### src/rtl/dlx_sequencer.sv
// Multicycle FETCH/DECODE/EXEC/MEM/WB control FSM for the DLX core, one instruction at a time.
// Define DLX_SEQ_WATCHDOG_EN to add the mem_ack watchdog and the sticky ERR fault state.

module dlx_sequencer #(
    parameter int TIMEOUT_CYCLES = 255
) (
    input  logic       clk,
    input  logic       reset,
    input  logic       run,
    input  logic       mem_ack,
    input  logic [1:0] type_inst,
    input  logic [5:0] opcode,
    input  logic       enable_write,
    input  logic       read_word,
    input  logic       enable_reg,
    input  logic       link,
    input  logic       load_new_PC,
    input  logic       rs1_zero,
    output logic       mem_req,
    output logic       mem_we,
    output logic       mem_addr_sel,
    output logic       ir_load,
    output logic       pc_load,
    output logic [1:0] pc_src,
    output logic       reg_we,
    output logic [1:0] wb_sel,
    output logic       rd_r31,
    output logic       busy,
    output logic       retire,
    output logic       err
);

    typedef enum logic [2:0] {
        S_IDLE   = 3'd0,
        S_FETCH  = 3'd1,
        S_DECODE = 3'd2,
        S_EXEC   = 3'd3,
        S_MEM    = 3'd4,
        S_WB     = 3'd5,
        S_ERR    = 3'd6
    } state_t;

    localparam logic [1:0] TYPE_J = 2'b10;
    localparam logic [1:0] TYPE_I = 2'b11;

    state_t state_q, state_d;
    logic   is_mem_q, is_mem_d;
    logic   is_load_q, is_load_d;
    logic   is_store_q, is_store_d;
    logic   br_eqz_q, br_eqz_d;
    logic   br_nez_q, br_nez_d;
    logic   is_jr_q, is_jr_d;
    logic   is_j_q, is_j_d;
    logic   wb_need_q, wb_need_d;
    logic   link_q, link_d;
    logic   is_br;
    logic   boundary;
    logic   wdt_hit;

    // The decoder flag only matters to the datapath; the sequencer always loads the PC in EXEC.
    logic   unused_load_new_pc;
    assign unused_load_new_pc = load_new_PC;

    always_ff @(posedge clk or posedge reset) begin
        if (reset) begin
            state_q    <= S_IDLE;
            is_mem_q   <= 1'b0;
            is_load_q  <= 1'b0;
            is_store_q <= 1'b0;
            br_eqz_q   <= 1'b0;
            br_nez_q   <= 1'b0;
            is_jr_q    <= 1'b0;
            is_j_q     <= 1'b0;
            wb_need_q  <= 1'b0;
            link_q     <= 1'b0;
        end else begin
            state_q    <= state_d;
            is_mem_q   <= is_mem_d;
            is_load_q  <= is_load_d;
            is_store_q <= is_store_d;
            br_eqz_q   <= br_eqz_d;
            br_nez_q   <= br_nez_d;
            is_jr_q    <= is_jr_d;
            is_j_q     <= is_j_d;
            wb_need_q  <= wb_need_d;
            link_q     <= link_d;
        end
    end

    always_comb begin
        state_d      = state_q;
        is_mem_d     = is_mem_q;
        is_load_d    = is_load_q;
        is_store_d   = is_store_q;
        br_eqz_d     = br_eqz_q;
        br_nez_d     = br_nez_q;
        is_jr_d      = is_jr_q;
        is_j_d       = is_j_q;
        wb_need_d    = wb_need_q;
        link_d       = link_q;
        mem_req      = 1'b0;
        mem_we       = 1'b0;
        mem_addr_sel = 1'b0;
        ir_load      = 1'b0;
        pc_load      = 1'b0;
        pc_src       = 2'b00;
        reg_we       = 1'b0;
        wb_sel       = 2'b00;
        rd_r31       = 1'b0;
        retire       = 1'b0;
        err          = 1'b0;
        boundary     = 1'b0;
        busy         = (state_q != S_IDLE) && (state_q != S_ERR);
        is_br        = (type_inst == TYPE_I) && ((opcode == 6'h04) || (opcode == 6'h05));

        case (state_q)
            S_IDLE: begin
                if (run) state_d = S_FETCH;
            end
            S_FETCH: begin
                mem_req = 1'b1;
                if (wdt_hit) begin
                    state_d = S_ERR;
                end else if (mem_ack) begin
                    ir_load = 1'b1;
                    state_d = S_DECODE;
                end
            end
            S_DECODE: begin
                is_mem_d   = read_word | enable_write;
                is_load_d  = read_word;
                is_store_d = enable_write;
                br_eqz_d   = (type_inst == TYPE_I) && (opcode == 6'h04);
                br_nez_d   = (type_inst == TYPE_I) && (opcode == 6'h05);
                is_jr_d    = (type_inst == TYPE_I) && ((opcode == 6'h12) || (opcode == 6'h13));
                is_j_d     = (type_inst == TYPE_J);
                // JR and plain J carry no result even if the decoder flags a register write.
                wb_need_d  = (enable_reg | link) &&
                             !(is_br || ((type_inst == TYPE_I) && (opcode == 6'h12)) ||
                               ((type_inst == TYPE_J) && (opcode == 6'h02)));
                link_d     = link;
                state_d    = S_EXEC;
            end
            S_EXEC: begin
                pc_load = 1'b1;
                if (is_jr_q)
                    pc_src = 2'b10;
                else if (is_j_q || (br_eqz_q && rs1_zero) || (br_nez_q && !rs1_zero))
                    pc_src = 2'b01;
                if (is_mem_q)
                    state_d = S_MEM;
                else if (wb_need_q)
                    state_d = S_WB;
                else
                    boundary = 1'b1;
            end
            S_MEM: begin
                mem_req      = 1'b1;
                mem_addr_sel = 1'b1;
                mem_we       = is_store_q;
                if (wdt_hit) begin
                    state_d = S_ERR;
                end else if (mem_ack) begin
                    if (is_load_q)
                        state_d = S_WB;
                    else
                        boundary = 1'b1;
                end
            end
            S_WB: begin
                reg_we   = 1'b1;
                wb_sel   = is_load_q ? 2'b01 : (link_q ? 2'b10 : 2'b00);
                rd_r31   = link_q;
                boundary = 1'b1;
            end
            S_ERR: begin
`ifdef DLX_SEQ_WATCHDOG_EN
                err = 1'b1;
`endif
            end
            default: state_d = S_IDLE;
        endcase

        if (boundary) begin
            retire  = 1'b1;
            state_d = run ? S_FETCH : S_IDLE;
        end
    end

`ifdef DLX_SEQ_WATCHDOG_EN
    localparam int WDT_W = ($clog2(TIMEOUT_CYCLES + 1) > 8) ? $clog2(TIMEOUT_CYCLES + 1) : 8;
    localparam logic [WDT_W-1:0] WDT_LIMIT = WDT_W'(TIMEOUT_CYCLES);

    logic [WDT_W-1:0] wdt_q, wdt_d;

    assign wdt_hit = (wdt_q == WDT_LIMIT);

    // Counts unanswered request cycles; any ack or leaving FETCH/MEM restarts it.
    always_comb begin
        wdt_d = '0;
        if (((state_q == S_FETCH) || (state_q == S_MEM)) && !mem_ack && !wdt_hit)
            wdt_d = wdt_q + WDT_W'(1);
    end

    always_ff @(posedge clk or posedge reset) begin
        if (reset)
            wdt_q <= '0;
        else
            wdt_q <= wdt_d;
    end
`else
    localparam int unused_timeout_cycles = TIMEOUT_CYCLES;
    assign wdt_hit = 1'b0;
`endif

endmodule

### config.mk
export PLATFORM = sky130hd
export DESIGN_NAME = dlx_sequencer
export DESIGN_NICKNAME = d
export VERILOG_FILES = /design/src/rtl/dlx_sequencer.sv
export SDC_FILE = /design/constraint.sdc
export NUM_CORES = 1
export LEC_CHECK = 0
export ABC_CLOCK_PERIOD_IN_PS = 1200
export CAP_MARGIN = 40
export CORE_MARGIN = 2
export CORE_UTILIZATION = 37
export CTS_BUF_LIST = sky130_fd_sc_hd__clkbuf_16
export CTS_CLUSTER_DIAMETER = 80
export DETAILED_ROUTE_END_ITERATION = 12
export GPL_ROUTABILITY_DRIVEN = 0
export PLACE_DENSITY_LB_ADDON = 0.08
export SLEW_MARGIN = 5
export SYNTH_ARGS = -nofsm -noshare
export SYNTH_HDL_FRONTEND = slang
export SYNTH_SLANG_ARGS = --single-unit
### constraint.sdc
create_clock -name clk -period 1.2 [get_ports clk]
set_input_delay 0.24 -clock clk [delete_from_list [all_inputs] [get_ports clk]]
set_output_delay 0.24 -clock clk [all_outputs]
set_load 0.01 [all_outputs]
* Word-level counts from Yosys, hierarchy flattened
Index checks and enable logic that the tools add are counted.
** Operators by class
- Reductions and logical operators :: 23
- Mux-type cells :: 29
- Bitwise logic cells :: 2
- Eq/ne operators :: 20
** Operators with widths (number)
- $mux 3 :: 7
- $pmux 3 s6 :: 1
- $mux 1 :: 15
- $ne 3x3->1 const B :: 5
- $eq 6x3->1 const B :: 2
- $eq 6x5->1 const B :: 2
- $logic_and 1x1->1 :: 10
- $mux 2 :: 5
- $eq 3x3->1 const B :: 3
- $eq 3x2->1 const B :: 2
- $eq 6x2->1 const B :: 1
- $logic_or 1x1->1 :: 6
- $reduce_and 6->1 :: 1
- $eq 2x2->1 const B :: 2
- $ne 4x4->1 const B :: 1
- $reduce_or 2->1 :: 2
- $eq 3x1->1 const B :: 1
- $logic_not 3->1 :: 1
- $pmux 1 s3 :: 1
- $reduce_bool 3->1 :: 1
- $logic_not 1->1 :: 2
- $ne 2x1->1 const B :: 1
- $or 1x1->1 :: 2
** Word-level totals
- Output and inout bits :: 14
- Bits of input ports :: 18
- Logic and storage cells :: 84
- Register bits after elaboration :: 12

* Logic depth before layout (Yosys ltp)
Gate-level depths: netlist of the first run.
- Depth in word-level cells :: 7
- Gate-level depth with buffers :: 5
- Mapped depth without buffers :: 4

* Worst setup path before layout of the first run
No wires, ideal clock.
- Path kind :: register to output
- From :: register state_q[0]
- To :: output mem_we
- Path slack :: -0.163 ns
- Required time :: 0.960 ns
- Buffers on the path :: 1
- Arrival :: 1.123 ns
- Cell stages (with the launch flop) :: 5
- Path through :: dfrtp_1 > clkbuf_1 > nand2b_1 > nor2_1 > and2_1
** Between the ends
- Longest elaborated chain between the ends :: 2
** RTL lines
- start, declared :: line 46 : state_t state_q, state_d;
- start signal, assigned :: line 77 : state_q <= state_d;
- $eq 3x3->1 :: line 116 : case (state_q)
- $mux 1 :: line 116
- end, declared :: line 20 : output logic mem_we,
No other way between the ends.

* Worst setup path after layout of the first run
- From :: register state_q[2]
- To :: output busy
** Between the ends
- Longest elaborated chain between the ends :: 2
- Elaborated cells between the ends (all ways) :: 3
** RTL lines
- $ne 3x3->1 / $reduce_bool 3->1 (equally long branches) :: line 113 : busy = (state_q != S_IDLE) && (state_q != S_ERR);
- $logic_and 1x1->1 (*) :: line 113
- end, declared :: line 28 : output logic busy,
Every way passes the cells marked *; elsewhere a longest branch is shown, timed or not.

==> qor.yml, run 1 <==
synth.most_common_cell: "nand2_1"
synth.avg_cell_area_um2: 8.19
ys_ff_latch: 12
vdd_drop_max_v: 0.000912
fin_ws_ps: -406
vias: 887
finalClockSkew_ps: 1.75
place_hpwl_um: 1600
period_share_pct: 134
finish.utilization_pct: 78.4
synth_area_leaders: "dfrtp_1 40%, nand2_1 10%, nor2b_1 5.0%"
antenna_cells: 0
synth_edf_count: 0
drc_errors: 0
netlist_area_um2: 753
ff2ff_path_depth: 7
avgRoutedWirePerCell_um: 13.4
endpoint_kind: "output port"
drive_above_1_share_pct: 50.7
synth_area_leader_cell: "dfrtp_1"
maxCapViolCount: 0
grt.overflow.total: 0
place_inst: 169
ys_seq_area_share_pct: 39.9
first_iter_violations: 28
cts.clk_slew.worst_paths_ps: 40
grt_pass1_vias: 845
htreeDepth: 1
status: "finished, violations left"
crit_path_end: "busy"
cts_root_buffer: "clkbuf_16"
antenna_found_initial: 0
die_y_um: 49.1
rsz0062_at_grt: "true"
row_count: 16
coreArea_um2: 1940
clk_latency_ps: 240
grt_max_degree: 13
die_width_um: 49.1
cts_buffers: 3
leakagePower_nw: 0.675
ioPinCount: 32
wl_um: 2400
met2_length_um: 1280
timing.setup.tns_ps: -6890
hold_violations: 0
synthesis.nets: 110
crit_type: "reg2out"
top_layer: "met4"
violations: "setup timing"
first_pass_iters: 4
place_ws_ps: -653
syn_inst: 92
ys_types: 34
crit_path_start_kind: "flip-flop"
critPathMaxFanout: 4
clockBufferDepth: 2
synth_commonest_cells: "20 x nand2_1, 12 x dfrtp_1, 8 x nor2_1, 7 x o21ai_0, 6 x nor2b_1"
cts_hold_buf: 0
dpl-instance-area_um2: 1270
syn2layout_area_growth_pct: 102
slew_violations: 0
numPortBuffers: 29
nets: 171
start_util_pct: 38.8
crit_arrival_ps: 1370
fmax_mhz: 622
m1WireLength_um: 1000
route.antenna.remaining_nets: 0
synthArstFlopShare_pct: 100
cts.sink_count: 12
r2r-start: "state_q[2]"
cts_tree: "built"
via_per_inst: 4.96
final_area_um2: 1520
grt_pass1_wl_um: 3570
wl_met3_um: 85
crit_path_start: "state_q[2]"
num-fill-cells: 132
setup_viol: 23
min_period_ps: 1610
reg2reg_slack_ps: -290
fin_cells: 179
synthDominantCellAreaShare_pct: 39.9
die_area_um2: 2410
power_density_nw_per_um2: 726
yosys_most_used_dff: "dfrtp_1"
min_path_type: "in2async"
r2r_end: "is_j_q"
grt_util_all_layers_pct: 18.8
synth_warnings: 0
cp.required_ps: 960
## kinds of logic after synthesis
group | Yosys count | share of synthesized area, %
mux | 1 | 1.33
compound gates | 16 | 15.1
simple gates | 54 | 36.9
xor+xnor | 1 | 1.16
other cells | 1 | 0.498
flops | 12 | 39.9
buf+inv | 7 | 5.15
## where the power goes
part | switching [mW] | internal (mW)
combinational | 0.0315 | 0.0615
clock | 0.168 | 0.438
sequential | 0.0000880 | 0.406
total | 0.199 | 0.906
## layout make-up
class | instances | area [um^2] | area share (%)
Clock inverter | 1 | 3.75 | 0.247
Inverter | 3 | 11.3 | 0.740
Sequential cell | 12 | 303 | 19.9
Clock buffer | 3 | 75.1 | 4.93
Timing Repair Buffer | 60 | 553 | 36.3
Tap cell | 27 | 33.8 | 2.22
Multi-Input combinational cell | 73 | 542 | 35.6
## through the flow
stage	hold slack (ps)	total power, mW
after detailed placement	456	0.503
after CTS	301	1.11
after floorplan	105	0.435
final	290	1.11
after global placement	448	0.502
after global routing	343	1.13
## cell usage in the layout (no fill, tap or decap), types with 2 or more instances in the layout
| cell | n |
|---|---|
| nor2_2 | 3 |
| nand2b_4 | 3 |
| dfrtp_2 | 2 |
| nand3_1 | 2 |
| buf_4 | 22 |
| nor2_1 | 4 |
| buf_6 | 19 |
| nand2_1 | 19 |
| inv_1 | 2 |
| clkbuf_16 | 3 |
| clkdlybuf4s50_1 | 15 |
| and2_4 | 2 |
| dfrtp_1 | 10 |
| and3_4 | 3 |
| buf_2 | 3 |
| o21ai_0 | 5 |
| nor2b_4 | 2 |
| nor2b_1 | 3 |
| o21ai_1 | 2 |
## worst max-delay path: stages (launching register included)
cell     delay, ps
dfrtp_2        440
and2b_2        240
or3_4          330
buf_6          130
## worst min path at each step
| stage | slack (ps) | depth (start not counted) | start | endpoint |
|---|---|---|---|---|
| final | 290 | 3 | reset | is_store_q |
| after global routing | 340 | 3 | reset | link_q |
| after CTS | 300 | 3 | reset | is_store_q |
| after detailed placement | 460 | 2 | br_nez_q | br_nez_q |
| after global placement | 450 | 2 | br_nez_q | br_nez_q |
| after floorplan | 100 | 1 | reset | br_eqz_q |
## registers in the layout (all words and copies together), names as in the netlist
name,count
link_q,1
is_j_q,1
br_nez_q,1
wb_need_q,1
is_store_q,1
br_eqz_q,1
is_jr_q,1
is_mem_q,1
state_q,3
is_load_q,1
## layer usage
layer / up-vias / global-route usage (%)
met4: 0 / 9.05
met2: 29 / 33.1
li1: 434 / -
met3: 4 / 1.84
met1: 420 / 22.6
met5: - / 0
## what timing repair did
item                       4_1_cts  5_1_grt
resized for setup               75       23
pin swaps                        6        5
setup buffers                    4        4
setup endpoints to repair       23       24
Power figures use the tool's default switching activity.
==> inputs of run 2 (changes only) <==
--- a/config.mk
+++ b/config.mk
@@ -7,7 +7,6 @@
 export LEC_CHECK = 0
 export ABC_CLOCK_PERIOD_IN_PS = 1200
 export CAP_MARGIN = 40
-export CORE_MARGIN = 2
 export CORE_UTILIZATION = 37
 export CTS_BUF_LIST = sky130_fd_sc_hd__clkbuf_16
 export CTS_CLUSTER_DIAMETER = 80
==> run 2 against run 1 <==
Net effect: the run still ends with setup timing left; critical path depth increased by 1; setup slack got worse by 89 ps; power increased by 1.5%; non-clock buffer count increased by 10; clock skew increased by 3.1 ps; global-route usage increased by 6.1 points; utilization increased by 12 points; clock-buffer cell count unchanged; combinational power increased by 8%; first-iteration DRC count decreased by 39%; clock power increased by 1%; die area decreased by 8.0%; largest power group unchanged.
==> qor.yml, run 2 (synthesized netlist as in run 1, its figures left out) <==
power_density_nw_per_um2: 685
max_stage_delay_ps: 410
grt_max_degree: 13
drc_errors: 0
drive_above_1_share_pct: 56.2
setup_viol: 24
rsz0062_at_grt: "true"
grt_pass1_wl_um: 3640
coreArea_um2: 1820
whs_ps: 297
first_iter_violations: 17
leakagePower_nw: 0.732
min_period_ps: 1700
grt.overflow.total: 0
reg2reg_slack_ps: -280
maxCapViolCount: 0
clk_latency_ps: 240
period_share_pct: 141
vias: 943
crit_chain: "and2b_2 -> buf_6 -> or3_4 -> buf_6"
htreeDepth: 1
violations: "setup timing"
die_area_um2: 2220
min_path_type: "in2async"
finalClockSkew_ps: 4.82
vdd_drop_max_v: 0.000828
endpoint_kind: "output port"
cts_tree: "built"
clockBufferDepth: 2
syn2layout_area_growth_pct: 117
crit_arrival_ps: 1460
avgRoutedWirePerCell_um: 16.0
regArea_um2: 302
die_y_um: 47.1
layout.cells.most_common: "buf_4"
cts_buffers: 3
numPortBuffers: 29
slowest_stage: "dfrtp_1"
hold_violations: 0
grt_pass1_vias: 858
die_width_um: 47.1
final_cell_mix: "25 x buf_4, 24 x buf_6, 16 x clkdlybuf4s50_1, 15 x nand2_1, 11 x dfrtp_1"
ioPinCount: 32
via_per_inst: 5.04
multi_input_area_um2: 572
start_util_pct: 41.4
top_register: "state_q"
crit_path_start_kind: "flip-flop"
critPathMaxFanout: 4
fmax_mhz: 590
crit_type: "reg2out"
cts.sink_count: 12
row_count: 15
cp.required_ps: 960
status: "finished, violations left"
r2r_end: "br_eqz_q"
first_pass_iters: 4
timing.setup.tns_ps: -7720
r2r-start: "state_q[0]"
num-fill-cells: 72
cts_root_buffer: "clkbuf_16"
cts.clk_slew.worst_paths_ps: 40
path_common_cell: "buf_6"
antenna_found_initial: 0
ff2ff_path_depth: 7
fin_ws_ps: -496
antenna_cells: 0
largest_reg_flops: 3
grt_util_all_layers_pct: 24.9
nets: 181
place_hpwl_um: 1610
route.antenna.remaining_nets: 0
wl_um: 2990
slew_violations: 0
[run 2: changes by cell type in the layout (fill, tap and decap cells not counted), moves of 2 or more]
cell	change
buf_6	+5
nand2_1	-4
nor2_2	-3
nand2_2	+4
o21ai_0	-3
buf_4	+3
buf_2	+2
nor2_4	+4
[run 2: metal layers]
metal  part of all wire [%]  global-route usage [%]
met1                     40                    26.0
met2                     55                    46.4
met3                    2.6                    5.38
met4                    2.1                    12.6
met5                      0                       0
[run 2: power breakdown]
part | internal [mW] | switching [mW]
logic | 0.0644 | 0.0360
clock network | 0.439 | 0.177
registers | 0.406 | 0.0000929
total | 0.909 | 0.213
[run 2: cell type report]
class	count	area share, %
Clock buffer	3	4.58
Clock inverter	1	0.229
Inverter	3	0.688
Multi-Input combinational cell	73	34.9
Sequential cell	12	18.4
Tap cell	25	1.91
Timing Repair Buffer	70	39.3
[run 2: worst max-delay path by stage]
stage / from / slack, ps / depth (start not counted) / end
global placement: mem_ack / -640 / 5 / retire
global route: state_q[2] / -530 / 6 / pc_src[0]
finish: state_q[2] / -500 / 4 / busy
floorplan: state_q[2] / -80 / 3 / busy
detailed placement: mem_ack / -660 / 5 / retire
CTS: state_q[2] / -480 / 4 / busy
[run 2: per-stage QoR]
step | setup slack [ps] | cells | area [um^2] | total power [mW] | util (%)
after floorplan | -80.8 | 92 | 797 | 0.435 | -
after global placement | -639 | 167 | 1270 | 0.503 | 69.8
after detailed placement | -665 | 167 | 1270 | 0.506 | 69.8
after CTS | -478 | 182 | 1490 | 1.12 | 81.8
after global routing | -533 | 187 | 1640 | 1.15 | 90.0
final | -496 | 187 | 1640 | 1.12 | 90.0
[run 2: timing repair]
item                       CTS  global route
gates cloned                 0             0
buffers inserted            11             6
hold buffers                 0             0
resized for setup           83            29
setup endpoints to repair   23            25
pin swaps                    8             5
[run 2: worst max-delay path: cells and delay by family, from the launching register on]
family,cells,cell delay (ps)
buf+inv,2,250
flops,1,410
simple gates,2,560
==> inputs of run 3 (changes only) <==
--- a/config.mk
+++ b/config.mk
@@ -13,7 +13,6 @@
 export DETAILED_ROUTE_END_ITERATION = 12
 export GPL_ROUTABILITY_DRIVEN = 0
 export PLACE_DENSITY_LB_ADDON = 0.08
-export SLEW_MARGIN = 5
 export SYNTH_ARGS = -nofsm -noshare
 export SYNTH_HDL_FRONTEND = slang
 export SYNTH_SLANG_ARGS = --single-unit
==> results of run 3 <==
Same layout as run 2: the final DEF is identical, and so are final timing and power.
